--- src/rtl/cache_fill_ctrl.sv ---
// Miss-fill sequencer: streams one block from main memory into the victim way of the
// set-associative data array, then validates the block through the tag array.
//
// Handshake: a miss is accepted only in IDLE. In FILL one read is issued per cycle until
// NUM_WORDS requests are out. A returned word is consumed when memory_data_valid=1 and
// fewer words have been received than requested. Returns arrive in request order.
module cache_fill_ctrl #(
    parameter int NUM_WORDS = 8,
    parameter int NUM_SETS  = 64
) (
    input  logic                  clk,
    input  logic                  rst,
    input  logic                  miss_detected,
    input  logic [15:0]           miss_address,
    input  logic                  miss_way,
    input  logic                  memory_data_valid,
    input  logic [15:0]           memory_data_in,
    output logic                  fsm_busy,
    output logic                  mem_read,
    output logic [15:0]           memory_address,
    output logic                  data_we0,
    output logic                  data_we1,
    output logic [NUM_SETS-1:0]   block_enable,
    output logic [NUM_WORDS-1:0]  word_enable,
    output logic [15:0]           data_out,
    output logic                  write_tag_array,
    output logic                  fill_done,
    output logic                  state_dbg
);

    localparam int WW = $clog2(NUM_WORDS);
    localparam int CW = WW + 1;
    localparam int SW = $clog2(NUM_SETS);
    localparam int OB = WW + 1;  // byte-offset bits inside a block

    typedef enum logic {
        IDLE = 1'b0,
        FILL = 1'b1
    } state_t;

    state_t          state, state_d;
    logic [CW-1:0]   issue_cnt, issue_d;
    logic [CW-1:0]   recv_cnt, recv_d;
    logic [15:0]     base_q;
    logic [SW-1:0]   set_q;
    logic            way_q;
    logic            accept;
    logic            consume;
    logic            unused_addr_bits;

    assign unused_addr_bits = ^miss_address[OB-1:0];
    assign accept    = (state == IDLE) && miss_detected;
    assign consume   = (state == FILL) && memory_data_valid && (recv_cnt < issue_cnt);
    assign state_dbg = logic'(state);

    always_ff @(posedge clk or negedge rst) begin
        if (!rst) begin
            state     <= IDLE;
            issue_cnt <= '0;
            recv_cnt  <= '0;
            base_q    <= '0;
            set_q     <= '0;
            way_q     <= 1'b0;
        end else begin
            state     <= state_d;
            issue_cnt <= issue_d;
            recv_cnt  <= recv_d;
            if (accept) begin
                base_q <= {miss_address[15:OB], {OB{1'b0}}};
                set_q  <= miss_address[OB +: SW];
                way_q  <= miss_way;
            end
        end
    end

    always_comb begin
        state_d         = state;
        issue_d         = issue_cnt;
        recv_d          = recv_cnt;
        fsm_busy        = 1'b0;
        mem_read        = 1'b0;
        memory_address  = '0;
        data_we0        = 1'b0;
        data_we1        = 1'b0;
        block_enable    = '0;
        word_enable     = '0;
        data_out        = '0;
        write_tag_array = 1'b0;
        fill_done       = 1'b0;

        case (state)
            IDLE: begin
                if (miss_detected) begin
                    state_d = FILL;
                end
            end
            FILL: begin
                fsm_busy = 1'b1;
                if (issue_cnt < CW'(NUM_WORDS)) begin
                    mem_read       = 1'b1;
                    memory_address = base_q + 16'({issue_cnt, 1'b0});
                    issue_d        = issue_cnt + 1'b1;
                end
                if (consume) begin
                    data_we0     = ~way_q;
                    data_we1     = way_q;
                    block_enable = NUM_SETS'(1) << set_q;
                    word_enable  = NUM_WORDS'(1) << recv_cnt[WW-1:0];
                    data_out     = memory_data_in;
                    recv_d       = recv_cnt + 1'b1;
                    // Last word: validate the block and return to IDLE with clean counters.
                    if (recv_cnt == CW'(NUM_WORDS - 1)) begin
                        write_tag_array = 1'b1;
                        fill_done       = 1'b1;
                        state_d         = IDLE;
                        issue_d         = '0;
                        recv_d          = '0;
                    end
                end
            end
            default: begin
                state_d = IDLE;
            end
        endcase
    end

endmodule
--- config.mk ---
export PLATFORM = sky130hd
export DESIGN_NAME = cache_fill_ctrl
export DESIGN_NICKNAME = d
export VERILOG_FILES = /design/src/rtl/cache_fill_ctrl.sv
export SDC_FILE = /design/constraint.sdc
export NUM_CORES = 1
export LEC_CHECK = 0
export ABC_AREA = 0
export BUFFER_PORTS_ARGS = -buffer_cell sky130_fd_sc_hd__buf_4
export CORE_MARGIN = 2
export CORE_UTILIZATION = 36
export DETAILED_ROUTE_END_ITERATION = 8
export PLACE_DENSITY = 0.8
export SETUP_SLACK_MARGIN = 0.02
export SLEW_MARGIN = 15
export SYNTH_ARGS = -nofsm -noshare
export SYNTH_HDL_FRONTEND = slang
export SYNTH_SLANG_ARGS = --single-unit
--- constraint.sdc ---
create_clock -name clk -period 1.85 [get_ports clk]
set_clock_uncertainty 0.05 [all_clocks]
set_input_delay 0.185 -clock clk [delete_from_list [all_inputs] [get_ports clk]]
set_output_delay 0.185 -clock clk [all_outputs]
set_load 0.05 [all_outputs]
==> run metrics, run 1 <==
status aborted with a tool error; Failed at global routing; Run Error [ERROR DPL-0033] detailed placement checks failed during check placement.; Post-synth top cells nor2_1, and2_1, dfrtp_1; most common cell in the netlist nor2_1; Rows 26; Clock Tree Buf Depth 2; Area contributors post-synth dfrtp_1, nor2_1, and2_1, mux2_2, ha_1; post-synthesis async set-or-reset flop share 1.000; Top-Level Pins 148; CTS Root Cell clkbuf_8; area leader, netlist dfrtp_1; initial antenna violation count 0; Post-synth EDFFs 0; CTS Sinks 22; Detail Placement HPWL 5550 um; Main synth FF type dfrtp_1; Mapped Cells 241; synth unique cells 32; #FFs+latches synth 22; CTS buffer count 3; worst ep type top-level output; largest net degree at the start of global routing 23; Die W 75.65 um; Yosys warning count 0; Avg Inst Size Synth 7.668 um2; RePlAce Congestion 0.7900; Starting Density 0.3665; input/output buffers 142; top cell type's share of synthesized area 0.2979; die boundary height 75.65 um; H-tree levels 1; post-GRT worst EP block_enable[18]; post-synthesis sequential area ratio 0.2979; Post-Place Worst Slack -0.4327 ns; Mapped Nets 289; synthesized cell area 1848 um2
==> through the flow <==
stage                     TNS (ns)    util  hold slack [ns]  std cells  instance area (um2)
after global placement      -22.76  0.7546          0.03783        474                 3805
after CTS                   -45.32  0.9149           0.1008        487                 4613
after floorplan             -26.67       -          -0.1606        241                 2460
after detailed placement    -25.60  0.7546          0.03858        474                 3805
==> logic make-up after synthesis <==
family | Yosys count | synth area share
AND/OR/NAND/NOR | 155 | 0.4130
multiplexers | 15 | 0.09140
adder cells (fa/ha/maj) | 11 | 0.07447
other | 1 | 0.002029
AO/OA/AOI/OAI | 9 | 0.03452
buffers and inverters | 27 | 0.08191
flip-flops | 22 | 0.2979
XOR/XNOR | 1 | 0.004740
==> timing repair <==
action | CTS
gates cloned | 5
endpoints found under the setup margin | 96
endpoints found under the hold margin | 22
gates resized for setup | 168
hold buffers | 1
setup buffers | 3
pin swaps | 38
==> run 2: changes to the inputs <==
CORE_UTILIZATION = 40   (was 36)
PLACE_DENSITY = not set   (was 0.8)
PLACE_DENSITY_LB_ADDON = 0.15   (was not set)
SETUP_SLACK_MARGIN = not set   (was 0.02)
clock period = 2.4 ns   (was 1.85 ns; I/O delays follow)
==> run 2 against run 1 <==
The flow now finishes, with violations (setup timing). Synthesized cell count is the same. Synthesized area stayed put.
==> run metrics, run 2 <==
Clock Latency Late Sink 0.27 ns; Post-route DRC 0; synth unique cells 32; wire length per cell 22.47 um; Post-Route WL 10,110 um; post-synthesis sequential area ratio 0.2979; FMAX 0.3838 GHz; router iterations before antenna repair 4; WP data required 2.11 ns; synthesized cell area 1848 um2; Core Box Area 4414 um2; Tcrit/Tclk final 1.086; Mapped Nets 289; most common cell in the netlist nor2_1; Detail Route Antenna Nets 0; Period minus WS final 2.606 ns; Largest regs base_q: 7 flops, set_q: 5 flops; Rows 24; initial antenna violation count 0; CP Max Fanout 5; die boundary height 71.97 um; failing checks setup timing; number of global-route vias before repair 2,341; Top-Level Pins 148; R2R setup slack 0.32 ns; #FFs+latches synth 22; non-filler cells, final 450; Detailed Route Iter0 Violations 164; Max-Cap Viols 0; CP Class flop to primary output; share of post-route cells with drive strength above 1 0.6809; first-pass GRT wire length 11,410 um; status finished, violations left; RePlAce Congestion 0.8116; Die W 71.97 um; Post-synth EDFFs 0; crit start category flop; crit end category primary output; post-synthesis async set-or-reset flop share 1.000; Mapped Cells 241; P&R area growth vs syn 125.6%; Vias 2,553; Main synth FF type dfrtp_1; area leader, netlist dfrtp_1; Starting Density 0.4187; Fillers 122; Fin. Hold Viols 0; CTS buffer count 3; largest net degree at the start of global routing 23; Power Density 1173 nW/um2; Yosys warning count 0; worst setup margin -0.2058 ns; Detail Placement HPWL 4746 um; input/output buffers 142; Hold/Removal Path Class primary input to flop; CTS Root Cell clkbuf_8; clock slew at reported path FFs 0.08 ns; Avg Inst Size Synth 7.668 um2; Post-synth top cells nor2_1, and2_1, dfrtp_1; commonest non-fill, non-tap cell in the layout buf_4; RSZ-0062 raised after global routing yes; Placed Instances 432; Max VDD drop 971.3 uV; GRT Residual Overflow 0; Die Area 5180 um2; drt via density 5.673; Total GRT Usage 0.2767; max FFs per register 7; crit path DAT 2.32 ns; most frequent cells in the layout buf_4, buf_6, nor2_4; Tot Pwr 0.004892 W; Area contributors post-synth dfrtp_1, nor2_1, and2_1, mux2_2, ha_1; Clock Tree Buf Depth 2; ANT cells 0; fin. max-slew vios 0; Static Leak 1.802 nW; # nets final 447; Biggest register base_q; CTS tree yes; setup violators final 64; H-tree levels 1; top cell type's share of synthesized area 0.2979; CTS Sinks 22
[run 2: cell counts after synthesis]
Identical to the previous run, type by type.
[run 2: per-stage QoR]
stage | TNS, ns | utilization | hold WS [ns] | setup WS [ns] | area (um2)
after floorplan | -1.226 | - | -0.1056 | -0.2012 | 2153
after global placement | 0 | 0.7503 | 0.09435 | 0.05201 | 3312
after detailed placement | 0 | 0.7503 | 0.09725 | 0.01737 | 3312
after CTS | -3.921 | 0.8631 | 0.1477 | -0.1417 | 3810
after global routing | -13.81 | 0.9444 | 0.1527 | -0.2526 | 4169
final | -9.496 | 0.9444 | 0.1544 | -0.2058 | 4169
[run 2: worst paths after layout]
path                            cells after the start                      from                      end
worst max register to register                      7   recv_cnt[1]$_DFFE_PN0P_  recv_cnt[3]$_DFFE_PN0P_
max in group asynchronous                           2                       rst  recv_cnt[2]$_DFFE_PN0P_
min in group asynchronous                           2                       rst     set_q[1]$_DFFE_PN0P_
worst min register to register                      1    base_q[11]$_DFFE_PN0P_   base_q[11]$_DFFE_PN0P_
worst min-delay path                                2          miss_address[14]   base_q[14]$_DFFE_PN0P_
worst max-delay path                                8  issue_cnt[1]$_DFFE_PN0P_         block_enable[40]
[run 2: logic make-up (layout without fill, tap and decap cells)]
| kind of cell | Yosys count | in the layout | share of synthesized area |
|---|---|---|---|
| AND/OR/NAND/NOR | 155 | 155 | 0.4130 |
| AO/OA/AOI/OAI | 9 | 9 | 0.03452 |
| buffers and inverters | 27 | 184 | 0.08191 |
| flip-flops | 22 | 22 | 0.2979 |
| XOR/XNOR | 1 | 1 | 0.004740 |
| adder cells (fa/ha/maj) | 11 | 11 | 0.07447 |
| other | 1 | 1 | 0.002029 |
| multiplexers | 15 | 15 | 0.09140 |
[run 2: final cells by class]
type	count	area, um2	area share
tap	52	65.06	0.01561
multi-input combinational	192	1627	0.3902
inverter	7	26.28	0.006303
timing repair buffer	173	1846	0.4427
clock buffer	4	55.05	0.01321
sequential	22	550.5	0.1321
[run 2: critical path: stages, from the launching register on]
cell and delay, ns:
dfrtp_1 0.40, inv_2 0.09, ha_4 0.20, o211ai_2 0.20, nor2_2 0.09, or4b_4 0.56, buf_12 0.18, nor2_4 0.13
buf_6 0.18
[run 2: layer usage]
| metal | share of wire | track usage | up-vias |
|---|---|---|---|
| met2 | 0.55 | 0.5545 | 178 |
| met4 | 0.054 | 0.07338 | 0 |
| met1 | 0.34 | 0.2938 | 1237 |
| li1 | - | - | 1093 |
| met3 | 0.061 | 0.04722 | 45 |
| met5 | 0 | 0 | - |
[run 2: power breakdown]
part | switching [W] | internal (W)
Clock | 0.000129 | 0.000147
Combinational | 0.00241 | 0.00141
Sequential | 0.000253 | 0.000550
Total | 0.00279 | 0.00210
[run 2: what timing repair did]
action / in CTS / in global routing
gates resized for setup: 93 / 75
buffers inserted: 6 / 2
setup endpoints to repair: 89 / 86
hold buffers: 1 / 0
hold endpoints to repair: 22 / 0
pin swaps: 5 / 18
gates cloned: 3 / 3
Note: power is estimated with default switching activity, not from simulation.
